==> src/rtl/pid_gain_regfile.sv <==
// PID gain register file: host writes staged in shadow registers, committed atomically to the active set on sample_tick.
// Build option REGS_SHADOW_READ_EN: gain reads return the staged shadow value instead of the active value.
module pid_gain_regfile #(
    parameter int                NUM_REGS  = 3,
    parameter int                DATA_W    = 6,
    parameter int                ADDR_W    = 8,
    parameter logic [ADDR_W-1:0] BASE_ADDR = '0
) (
    input  logic                       clk,
    input  logic                       rst,
    input  logic                       ena,
    input  logic                       wr_en,
    input  logic                       rd_en,
    input  logic [ADDR_W-1:0]          reg_addr,
    input  logic [DATA_W-1:0]          wr_data,
    input  logic                       sample_tick,
    output logic [DATA_W-1:0]          rd_data,
    output logic                       rd_valid,
    output logic                       addr_err,
    output logic                       commit_pending,
    output logic                       committed,
    output logic [NUM_REGS*DATA_W-1:0] gains
);

    localparam logic [0:0] IDLE    = 1'b0;
    localparam logic [0:0] PENDING = 1'b1;

    localparam logic [ADDR_W-1:0] CSR_OFF = ADDR_W'(NUM_REGS);

    logic [ADDR_W-1:0] offset;
    logic              hit_gain;
    logic              hit_csr;
    logic              wr_fire;
    logic              rd_fire;
    logic              commit_req;
    logic              abort_req;
    logic              apply;
    logic [0:0]        state;
    logic [DATA_W-1:0] rd_mux;

    logic [DATA_W-1:0] shadow [NUM_REGS];
    logic [DATA_W-1:0] active [NUM_REGS];

    // Unsigned wrap: addresses below BASE_ADDR land on huge offsets and decode as errors.
    assign offset   = reg_addr - BASE_ADDR;
    assign hit_gain = (offset < CSR_OFF);
    assign hit_csr  = (offset == CSR_OFF);
    assign wr_fire  = ena & wr_en;
    assign rd_fire  = ena & rd_en;

    assign commit_req = wr_fire & hit_csr & wr_data[0];
    assign abort_req  = wr_fire & hit_csr & wr_data[1];

    // An abort arriving with the tick cancels the commit rather than racing it.
    assign apply = (state == PENDING) & sample_tick & ~abort_req;

    assign commit_pending = (state == PENDING);

    // NOTE: sequential state uses non-blocking assignments so every register samples pre-edge values.
    always_ff @(posedge clk) begin
        if (rst) begin
            state <= IDLE;
        end else begin
            case (state)
                IDLE:    if (commit_req && !abort_req) state <= PENDING;
                PENDING: if (abort_req || sample_tick) state <= IDLE;
                default: state <= IDLE;
            endcase
        end
    end

    // NOTE: the gain arrays are small and must read as zero after reset, so they are reset explicitly.
    always_ff @(posedge clk) begin
        if (rst) begin
            committed <= 1'b0;
            for (int i = 0; i < NUM_REGS; i++) begin
                shadow[i] <= '0;
                active[i] <= '0;
            end
        end else begin
            committed <= apply;
            for (int i = 0; i < NUM_REGS; i++) begin
                if (apply) active[i] <= shadow[i];
                if (wr_fire && hit_gain && (offset == ADDR_W'(i))) shadow[i] <= wr_data;
            end
        end
    end

    // NOTE: every output of this combinational block gets a default first so no latch is inferred.
    always_comb begin
        rd_mux = '0;
        if (hit_gain) begin
            for (int i = 0; i < NUM_REGS; i++) begin
                if (offset == ADDR_W'(i)) begin
`ifdef REGS_SHADOW_READ_EN
                    rd_mux = shadow[i];
`else
                    rd_mux = active[i];
`endif
                end
            end
        end else if (hit_csr) begin
            rd_mux = {{(DATA_W-1){1'b0}}, commit_pending};
        end
    end

    always_ff @(posedge clk) begin
        if (rst) begin
            rd_data  <= '0;
            rd_valid <= 1'b0;
            addr_err <= 1'b0;
        end else begin
            rd_valid <= rd_fire;
            addr_err <= (rd_fire | wr_fire) & ~(hit_gain | hit_csr);
            if (rd_fire) rd_data <= rd_mux;
        end
    end

    for (genvar g = 0; g < NUM_REGS; g++) begin : g_flat
        assign gains[g*DATA_W +: DATA_W] = active[g];
    end

endmodule

==> config.mk <==
export PLATFORM = sky130hd
export DESIGN_NAME = pid_gain_regfile
export DESIGN_NICKNAME = d
export VERILOG_FILES = /design/src/rtl/pid_gain_regfile.sv
export SDC_FILE = /design/constraint.sdc
export NUM_CORES = 1
export LEC_CHECK = 0
export CAP_MARGIN = 40
export CORE_ASPECT_RATIO = 0.75
export CORE_UTILIZATION = 50
export DETAILED_ROUTE_END_ITERATION = 10
export GPL_TIMING_DRIVEN = 0
export PLACE_DENSITY = 0.81
export SLEW_MARGIN = 20
export SYNTH_ARGS = -nofsm -noshare
export SYNTH_HDL_FRONTEND = slang
export SYNTH_SLANG_ARGS = --single-unit
==> constraint.sdc <==
create_clock -name clk -period 8.8 [get_ports clk]
set_input_delay 1.76 -clock clk [delete_from_list [all_inputs] [get_ports clk]]
set_output_delay 1.76 -clock clk [all_outputs]
set_load 0.005 [all_outputs]
Yosys cells after proc, flatten, opt, wreduce, memory -nomap -nowiden:

Memories as Yosys holds them, arrays and structs flattened.
Index checks and enable logic that the tools add are counted.

* $add $sub $neg: 0
* multipliers: 0
* divide/modulo/power cells: 0
* order comparisons: 1
* equal/unequal tests: 3
* shifts and indexed selects: 0
* multiplexer cells: 28
* bitwise operators: 19
* reductions and logical operators: 8

Operator list (number)
* two-way mux 6 bit: 10
* two-way mux 1 bit: 17
* equality test 8 x 2 -> 1 bit (second input constant): 2
* AND 1 bit: 8
* equality test 8 x 1 -> 1 bit (second input constant): 1
* logical NOT 8 bit: 1
* < comparator 8 x 2 -> 1 bit (second input constant): 1
* bitwise OR 1 bit: 8
* logical AND 1 bit: 5
* inverter 1 bit: 3
* one-hot mux 1 bit (2 select lines): 1
* logical NOT 1 bit: 1
* logical OR 1 bit: 1

* register bits: 10
* bits in latches: 0
* bits in writable memories: 36
* ROM bits: 0
* input bits: 20
* output and inout bits: 28
* memories: 2

Memory list
* active: words 3, width 6, read ports 3, clocked after Yosys merged registers in 0, write ports 3, RTL line 42 `logic [DATA_W-1:0] active [NUM_REGS];`
* shadow: words 3, width 6, read ports 3, clocked after Yosys merged registers in 0, write ports 3, RTL line 41 `logic [DATA_W-1:0] shadow [NUM_REGS];`

Longest topological paths before layout:

Gate-level depths: netlist of the first run.

* depth in word-level cells: 9
* depth in mapped cells: 5
* depth with buffers taken out: 3

Worst setup path before layout of the first run:

Ideal clock, no wire load.

* kind: input port to flip-flop
* start point: input port reg_addr[0]
* end point: memory active[0][0], enable pin
* setup time: 0.418 ns
* arrival: 3.562 ns
* required time: 8.382 ns
* setup slack: 4.820 ns
* cell stages on the path: 5
* buffers on the path: 2
* path through: clkbuf_1 nand3_1 nor3_2 buf_4 o21ai_0

RTL lines
* start, declared: RTL line 14 `input logic [ADDR_W-1:0] reg_addr,`
* end, declared: RTL line 42

==> results.txt, run 1 <==
DR vias/cell - 5.500
Starting density of the core - 54.57%
Die ar. - 3987 µm²
Post-synth ARST share - 0%
Slew Limit Fails - 0
Clk sink count - 46
Pwr dens - 162.3 nW/µm²
Mapped Area - 1868 µm²
DRC - 0
Syn. warnings - 0
Crit-path max FO - 5
Crit path required time - 8.81 ns
Slowest CP cell - or4_4
Sequential area share after synthesis - 68.59%
Clock Pin Slew Worst Setup and Hold Paths - 0.08 ns
Clock Tree Buf Depth - 2
Main synth FF type - edfxtp_1
Fmax - 0.2609 GHz
Setup TNS - 0 ns
Initial DRC count - 43
Worst reg2reg startpoint - commit_pending
CP peak stage delay - 0.60 ns
Drt first pass iters - 4
Core Area - 3423 µm²
Root Buffer - clkbuf_8
DP Cell Count - 220
Critical Path Source Type - primary input
Routed vias - 1254
Setup crit end - shadow[0][2]
Final Hold Viols - 0
Max cap viols - 0
Commonest non-fill, non-tap cell in the layout - clkdlybuf4s50_1
Status - finished, final reports clean
CTS tree - built
P_leak - 0.8461 nW
Relative slew slack - 59.71%
Synth area leaders - edfxtp_1 (58%), dfxtp_1 (11%), nor3b_1 (7.2%), a22o_1 (2.8%), mux2i_1 (2.7%)
Chip width - 72.58 µm
Die Ht - 54.94 µm
Antenna-violating nets left - 0
Total GRT Usage - 21.94%
Setup crit end kind - flip-flop
Final Non-Filler Cells - 228
P&R area growth vs syn - 34.23%
Crit-path cells - clkdlybuf4s50_1 > or4_4 > or2_1 > o31ai_1 > buf_2
Synth unique cells - 33
Largest delay contributor family on the critical path - simple AND/OR/NAND/NOR gates
GPL Wtd Cong - 0.7660
Measured slew at the worst slew-check pin - 0.5993 ns
First-pass GRT wire length - 5.961 mm
FF-to-FF End - active[0][13]
Port buffer count - 46
Resize count post-CTS - 0
Peak supply drop - 0.0001043 V
FF-to-FF path depth - 3
Final nets - 197
Drt total wl - 3.839 mm
Cts-stage hold buffer count - 0
Area fraction of the dominant cell type after synthesis - 57.87%
N_diodes - 0
FP Rows - 18
Vias in the first global route - 1216
Post-Route Utilization - 73.25%
Worst-Skew Late Latency - 0.29 ns
Initial antenna violation count - 0
Number of synthesized flops with an enable pin - 36
Share of cells above drive strength 1 - 12.36%
Commonest non-fill, non-tap cells in the layout - clkdlybuf4s50_1 (46), edfxtp_1 (36), nor3b_1 (18), dfxtp_1 (10)
Total CTS buffers - 5
Dpl hpwl - 2.822 mm
Placed Area - 2416 µm²
Number of post-CTS setup repair buffers - 0
Syn Area/Cell - 15.44 µm²
CP Class - in2reg
Finish-stage setup viols - 0
Io pins - 48
Clock skew - 0.002717 ns
Synthesized Nets - 141
Final min period - 3.832 ns
Buf+Inv Stages, Crit Path - 2
CP Depth - 5
FF+latch count, synth - 46
RSZ-0062 raised after global routing - false
Grt total ovfl - 0
Critical path startpoint - reg_addr[7]
Routed wire per std cell - 16.84 µm
Post-route cell area - 2507 µm²
Arrival @ worst endpoint - 3.84 ns
Hold Path Class - reg2reg
Fin crit share - 43.55%
H-tree level count - 2
Largest net degree at the start of global routing - 14
R2r setup slk - 7.20 ns
Largest area contributor in the netlist - edfxtp_1
Synthesized netlist cell count - 121
-- cell type report --
class	count	area, µm²
multi-input combinational	68	556.8
clock buffer	7	86.33
buffer	6	30.03
inverter	1	3.754
tap	50	62.56
timing repair buffer	49	481.7
clock inverter	1	5.005
sequential	46	1281
fill	217	915.9
-- kinds of logic after synthesis --
family	Yosys count	synth area share [%]
DFF	46	68.59
and+or+nand+nor	43	16.21
AOI/OAI and AO/OA	19	9.511
buffers and inverters	7	1.808
muxes	6	3.885
-- through the flow --
stage                     total power [W]  worst slack, ns  hold slack, ns
after CTS                       0.0004084            4.960          0.4847
after detailed placement        0.0002816            4.647          0.4662
after floorplan                 0.0002605            4.820          0.4660
after global routing            0.0004218            4.915          0.5273
final                           0.0004069            4.968          0.4885
after global placement          0.0002795            3.711          0.4548
-- where the power goes --
part | switching [W] | internal [W] | leakage, nW
clock network | 0.0000668 | 0.0000634 | 0.0482
registers | 0.00000293 | 0.000241 | 0.437
logic | 0.0000143 | 0.0000187 | 0.361
total | 0.0000840 | 0.000323 | 0.846
-- how the worst min path moves through the flow --
stage / startpoint / cells past startpoint / slack, ns / to
after global placement: rd_data[2] / 1 / 0.45 / rd_data[2]
after detailed placement: rd_data[3] / 1 / 0.47 / rd_data[3]
final: rd_data[5] / 1 / 0.49 / rd_data[5]
after global routing: rd_data[5] / 1 / 0.53 / rd_data[5]
after CTS: rd_data[3] / 1 / 0.48 / rd_data[3]
after floorplan: rd_data[2] / 1 / 0.47 / rd_data[2]
-- routing by layer --
layer	routed length, µm	vias to the layer above	GRT usage (%)
met5	0	-	0
met2	1845	70	35.36
met3	346	2	9.964
met1	1633	598	26.63
met4	13	0	7.843
li1	-	584	-
-- synthesized netlist by cell type (all sizes together), types with 2 or more instances --
cell / n
edfxtp: 36
nor3b: 18
dfxtp: 10
a22o: 6
and2: 6
mux2i: 5
o2bb2ai: 5
nor2: 4
buf: 3
clkbuf: 3
o21ai: 3
nand2: 2
nand3: 2
nor3: 2
or2: 2
-- flip-flops by register name, indices dropped and copies added, names as in the netlist --
| signal | count |
|---|---|
| active | 18 |
| addr_err | 1 |
| commit_pending | 1 |
| committed | 1 |
| rd_data | 6 |
| rd_valid | 1 |
| shadow | 18 |
-- worst reg2reg max path, cell delays in order (launching register included) --
cell and delay, ns:
dfxtp_1 0.42, nand3_1 0.35, clkbuf_1 0.34, nor3b_1 0.30
Note: power is estimated with default switching activity, not from simulation.
==> run 2, diff against run 1 <==
--- a/config.mk
+++ b/config.mk
@@ -7,10 +7,10 @@
 export LEC_CHECK = 0
 export CAP_MARGIN = 40
 export CORE_ASPECT_RATIO = 0.75
-export CORE_UTILIZATION = 50
+export CORE_UTILIZATION = 43
 export DETAILED_ROUTE_END_ITERATION = 10
 export GPL_TIMING_DRIVEN = 0
-export PLACE_DENSITY = 0.81
+export PLACE_DENSITY = 0.75
 export SLEW_MARGIN = 20
 export SYNTH_ARGS = -nofsm -noshare
 export SYNTH_HDL_FRONTEND = slang
==> constraint.sdc (replaced) <==
create_clock -name clk -period 3.4 [get_ports clk]
set_input_delay 0.68 -clock clk [delete_from_list [all_inputs] [get_ports clk]]
set_output_delay 0.68 -clock clk [all_outputs]
set_load 0.005 [all_outputs]
==> run 2 against run 1 <==
Net effect: sequential share of layout area rose by 0.077 points; wire length increased by 2.7%; hold slack lost 0.0094 ns; register-to-register slack got worse by 5.4 ns; flip-flop and latch count unchanged; utilization shrank 12 points; critical path depth unchanged; power grew to 2.5 times the previous value; global-route usage down 3.6 points; worst setup slack worse by 4.3 ns; first-iteration DRC count increased by 14%; design area down 0.15%; critical endpoint is now shadow[0][14]; largest power group unchanged.
==> results.txt, run 2 (synthesis results as in run 1) <==
Status - finished, final reports clean
FF-to-FF path depth - 3 (unchanged)
DP Cell Count - 225 (+2.3%)
Port buffer count - 46 (unchanged)
Measured slew at the worst slew-check pin - 0.5413 ns (-0.05798 ns)
Die Ht - 59.08 µm (+7.5%)
Buf+Inv Stages, Crit Path - 2 (unchanged)
Slew Limit Fails - 0 (unchanged)
Routed vias - 1227 (-2.2%)
Clk sink count - 46 (unchanged)
CP Depth - 5 (unchanged)
Fin crit share - 79.87%
Post-Route Utilization - 61.01% (-12 points)
Clock Tree Buf Depth - 2 (unchanged)
Final Hold Viols - 0 (unchanged)
Hold path cells - 1 (unchanged)
FP Rows - 20 (+2)
Slowest CP cell - or4_4
Largest net degree at the start of global routing - 14 (unchanged)
Crit path required time - 3.41 ns (-5.40 ns)
Total CTS buffers - 5 (unchanged)
Worst-Skew Late Latency - 0.30 ns (about the same)
Dpl hpwl - 2.891 mm (+2.4%)
CP peak stage delay - 0.60 ns (about the same)
Crit-path max FO - 5 (unchanged)
Grt total ovfl - 0 (unchanged)
Core Area - 4104 µm² (+20%)
Resize count post-CTS - 0 (unchanged)
Share of cells above drive strength 1 - 11.80% (-0.56 points)
Largest regs - active (18), shadow (18), rd_data (6)
Cts-stage hold buffer count - 0 (unchanged)
Total power - 0.001032 W (+150%)
Io pins - 48 (unchanged)
Pwr dens - 412.1 nW/µm² (+150%)
Post-route setup slack - 0.6845 ns (-4.283 ns)
GPL Wtd Cong - 0.7801 (+1.8%)
H-tree level count - 2 (unchanged)
Drt total wl - 3.943 mm (+2.7%)
Clock Pin Slew Worst Setup and Hold Paths - 0.08 ns (about the same)
Initial DRC count - 49 (+14%)
Starting density of the core - 45.52% (-9.1 points)
CTS tree - built
Largest delay contributor family on the critical path - simple AND/OR/NAND/NOR gates
Commonest non-fill, non-tap cells in the layout - clkdlybuf4s50_1 (46), edfxtp_1 (36), nor3b_1 (18), dfxtp_1 (10)
Drt first pass iters - 4 (unchanged)
P&R area growth vs syn - 34.03%
Vias in the first global route - 1158 (-4.8%)
Min Hold Slack - 0.4792 ns (-0.009352 ns)
Max cap viols - 0 (unchanged)
Setup crit end kind - flip-flop
Critical Path Source Type - primary input
First-pass GRT wire length - 5.982 mm (+0.35%)
RSZ-0062 raised after global routing - false
Antenna-violating nets left - 0 (unchanged)
Hold Path Class - reg2reg
Total GRT Usage - 18.39% (-3.6 points)
P_leak - 0.8405 nW (-0.66%)
Final min period - 2.716 ns
Die ar. - 4614 µm² (+16%)
Peak supply drop - 0.0002524 V (+140%)
GR Layer Usage met1 - 25.10% (-1.5 points)
Fmax - 0.3683 GHz
Chip width - 78.11 µm (+7.6%)
Number of post-CTS setup repair buffers - 0 (unchanged)
Crit-path cells - clkdlybuf4s50_1 > or4_4 > or2_1 > o21ai_0 > buf_2
Relative slew slack - 63.61% (+3.9 points)
Root Buffer - clkbuf_8
CP Class - in2reg
Met3 Resource Use GR - 4.308% (-5.7 points)
Final nets - 197 (unchanged)
DRC - 0 (unchanged)
Clock skew - 0.003938 ns (+0.001220 ns)
Pre-CTS setup slack - 0.3459 ns (-4.301 ns)
Routed wire per std cell - 16.92 µm (+0.50%)
Final Non-Filler Cells - 233 (+2.2%)
Busiest grt layer - met2
DR vias/cell - 5.266 (-4.3%)
Initial antenna violation count - 0 (unchanged)
N_diodes - 0 (unchanged)
Commonest non-fill, non-tap cell in the layout - clkdlybuf4s50_1
M2 GR Usage - 28.57% (-6.8 points)
Finish-stage setup viols - 0 (unchanged)
Arrival @ worst endpoint - 2.72 ns (-1.12 ns)
[run 2: cell count changes in the layout (fill, tap and decap cells not counted)]
| cell | previous run | this run |
|---|---|---|
| clkbuf_8 | 6 | 5 |
| clkinv_1 | 0 | 1 |
[run 2: metal layers]
layer	vias to the layer above	wire [µm]
met4	0	61
met5	-	0
met1	587	1830
met3	8	209
met2	45	1842
li1	587	-
[run 2: power breakdown]
group	internal (W)	switching [W]	total, W
clock	0.000141	0.000174	0.000315
sequential	0.000623	0.00000718	0.000630
combinational	0.0000484	0.0000378	0.0000862
total	0.000813	0.000219	0.00103
[run 2: worst paths after layout]
path / slack [ns] / from / to
hold / removal: 0.48 / rd_data[2] / rd_data[2]
hold reg to reg: 0.48 / rd_data[2] / rd_data[2]
setup / recovery: 0.68 / reg_addr[7] / shadow[0][14]
setup reg to reg: 1.83 / commit_pending / active[0][16]
[run 2: area by class of cell]
class / instances / area [µm²]
plain buffers: 6 / 30.03
clock buffers: 6 / 72.57
clock inverters: 2 / 8.758
fillers: 328 / 1600
inverters: 1 / 3.754
multi-input cells: 68 / 556.8
flip-flops and latches: 46 / 1281
well taps: 55 / 68.82
repair buffers: 49 / 481.7
[run 2: worst reg2reg max path: stages, from the launching register on]
cell and delay [ns]:
dfxtp_1 0.42, nand3_1 0.35, clkbuf_1 0.35, nor3b_1 0.27
[run 2: per-stage QoR]
step | instance area, µm² | TNS (ns)
after floorplan | 1868 | 0
after global placement | 2397 | -10.82
after detailed placement | 2422 | 0
after CTS | 2504 | 0
after global routing | 2504 | 0
final | 2504 | 0
==> run 3, diff against run 2 <==
==> constraint.sdc (replaced) <==
create_clock -name clk -period 2.18 [get_ports clk]
set_input_delay 0.436 -clock clk [delete_from_list [all_inputs] [get_ports clk]]
set_output_delay 0.436 -clock clk [all_outputs]
set_load 0.005 [all_outputs]
==> run 3 against run 2 <==
Net effect: utilization increased by 1.9 points; combinational power is 72% higher; count of clock-buffer cells in the layout increased by 2; design area increased by 3.0%; wire length rose by 3.3%; sequential share of layout area shrank 1.5 points; critical path type unchanged; largest cell class unchanged; highest routed layer unchanged.
==> results.txt, run 3 (synthesis results as in run 1) <==
Status - finished, final reports clean
Io pins - 48 (unchanged)
Hold Path Class - reg2reg
Die ar. - 4614 µm² (unchanged)
CP Class - in2reg
Total CTS buffers - 5 (unchanged)
N_diodes - 0 (unchanged)
Worst-Skew Late Latency - 0.29 ns (about the same)
P_leak - 0.8611 nW (+2.4%)
Core Area - 4104 µm² (unchanged)
Fmax - 0.4720 GHz
Root Buffer - clkbuf_8
Clock skew - 0.009481 ns (+0.005543 ns)
Die Ht - 59.08 µm (unchanged)
GPL Wtd Cong - 0.7846 (+0.58%)
Relative slew slack - 66.99% (+3.4 points)
Largest delay contributor family on the critical path - simple AND/OR/NAND/NOR gates
Total GRT Usage - 18.88% (+0.49 points)
Measured slew at the worst slew-check pin - 0.4951 ns (-0.04615 ns)
Commonest non-fill, non-tap cell in the layout - clkdlybuf4s50_1
Initial antenna violation count - 0 (unchanged)
CP peak stage delay - 0.58 ns (-0.02 ns)
Initial DRC count - 73 (+49%)
Slowest CP cell - or4_4
Share of cells above drive strength 1 - 15.08% (+3.3 points)
Drt first pass iters - 4 (unchanged)
Largest regs - active (18), shadow (18), rd_data (6)
Final min period - 2.119 ns
First-pass GRT wire length - 6.382 mm (+6.7%)
Grt total ovfl - 0 (unchanged)
FP Rows - 20 (unchanged)
Setup crit end kind - flip-flop
Clk sink count - 46 (unchanged)
Port buffer count - 46 (unchanged)
Buf+Inv Stages, Crit Path - 2 (unchanged)
CTS tree - built
DR vias/cell - 5.303 (+0.71%)
Largest net degree at the start of global routing - 19 (+5)
Vias in the first global route - 1264 (+9.2%)
Chip width - 78.11 µm (unchanged)
DRC - 0 (unchanged)
Clock Pin Slew Worst Setup and Hold Paths - 0.08 ns (about the same)
Clock Tree Buf Depth - 2 (unchanged)
Final Hold Viols - 0 (unchanged)
Min Hold Slack - 0.4829 ns (+0.003759 ns)
Peak supply drop - 0.0004881 V (+93%)
P&R area growth vs syn - 38.11%
Arrival @ worst endpoint - 2.12 ns (-0.60 ns)
Routed vias - 1241 (+1.1%)
H-tree level count - 2 (unchanged)
Crit-path max FO - 6 (+1)
Antenna-violating nets left - 0 (unchanged)
Max cap viols - 0 (unchanged)
Starting density of the core - 45.52% (unchanged)
Finish-stage setup viols - 0 (unchanged)
Drt total wl - 4.074 mm (+3.3%)
RSZ-0062 raised after global routing - false
Critical Path Source Type - primary input
Final nets - 198 (+0.51%)
Pwr dens - 629.7 nW/µm² (+53%)
Routed wire per std cell - 17.41 µm (+2.9%)
Fin crit share - 97.18%
Post-Route Utilization - 62.87% (+1.9 points)
Commonest non-fill, non-tap cells in the layout - clkdlybuf4s50_1 (46), edfxtp_1 (36), nor3b_1 (18), dfxtp_1 (10)
Crit-path cells - clkdlybuf4s50_1 > or4_4 > or2_4 > o31ai_4 > buf_12
Dpl hpwl - 2.842 mm (-1.7%)
Crit path required time - 2.19 ns (-1.22 ns)
Slew Limit Fails - 0 (unchanged)
==> run 3: cell count changes in the layout (fill, tap and decap cells not counted), sizes merged <==
cell,before,now
clkinv,2,0
clkbuf,9,10
buf,6,8
==> run 3: power by group <==
part           switching, W  leakage (nW)  internal [W]
combinational     0.0000649         0.385     0.0000835
sequential        0.0000113         0.437      0.000972
clock              0.000265        0.0395      0.000228
total              0.000341         0.861       0.00128
==> run 3: worst register-to-register path: stages, from the launching register on <==
cell and delay, ns:
dfxtp_1 0.43, nand3_1 0.34, clkbuf_1 0.35, nor3b_1 0.27
==> run 3: area by class of cell <==
type	instances	area (µm²)
Multi-Input combinational cell	68	595.6
Clock buffer	8	80.08
Sequential cell	46	1281
Buffer	6	35.03
Timing Repair Buffer	50	515.5
Tap cell	55	68.82
Inverter	1	3.754
Fill cell	321	1524
==> run 3: metrics by stage <==
| stage | area (µm²) | setup TNS [ns] | total power [W] | worst slack, ns | cells |
|---|---|---|---|---|---|
| floorplan | 1873 | 0 | 0.001052 | 0.002155 | 121 |
| global placement | 2402 | -31.49 | 0.001131 | -0.9886 | 222 |
| detailed placement | 2406 | -27.28 | 0.001137 | -0.5829 | 222 |
| CTS | 2555 | 0 | 0.001618 | 0.008437 | 233 |
| global route | 2580 | 0 | 0.001672 | 0.01266 | 234 |
| finish | 2580 | 0 | 0.001625 | 0.06148 | 234 |
==> run 3: timing repair <==
action | in CTS | in global routing
endpoints found under the hold margin | 0 | 0
hold buffers | 0 | 0
pin swaps | 2 | 3
buffers inserted | 3 | 1
gates resized for setup | 7 | 3
setup endpoints to repair | 36 | 48
==> run 3: metal layers <==
metal	global-route usage (%)	up-vias	share of wire, %
li1	-	586	-
met2	32.08	46	50
met1	25.40	607	44
met4	3.704	0	0.32
met5	0	-	0
met3	4.154	2	5.4
==> run 3: final timing paths <==
check / start / endpoint / slack [ns] / depth (start not counted)
setup reg to reg: commit_pending / active[0][15] / 0.62 / 3
hold reg to reg: rd_data[2] / rd_data[2] / 0.48 / 1
setup / recovery: reg_addr[2] / shadow[0][3] / 0.06 / 5
hold / removal: rd_data[2] / rd_data[2] / 0.48 / 1
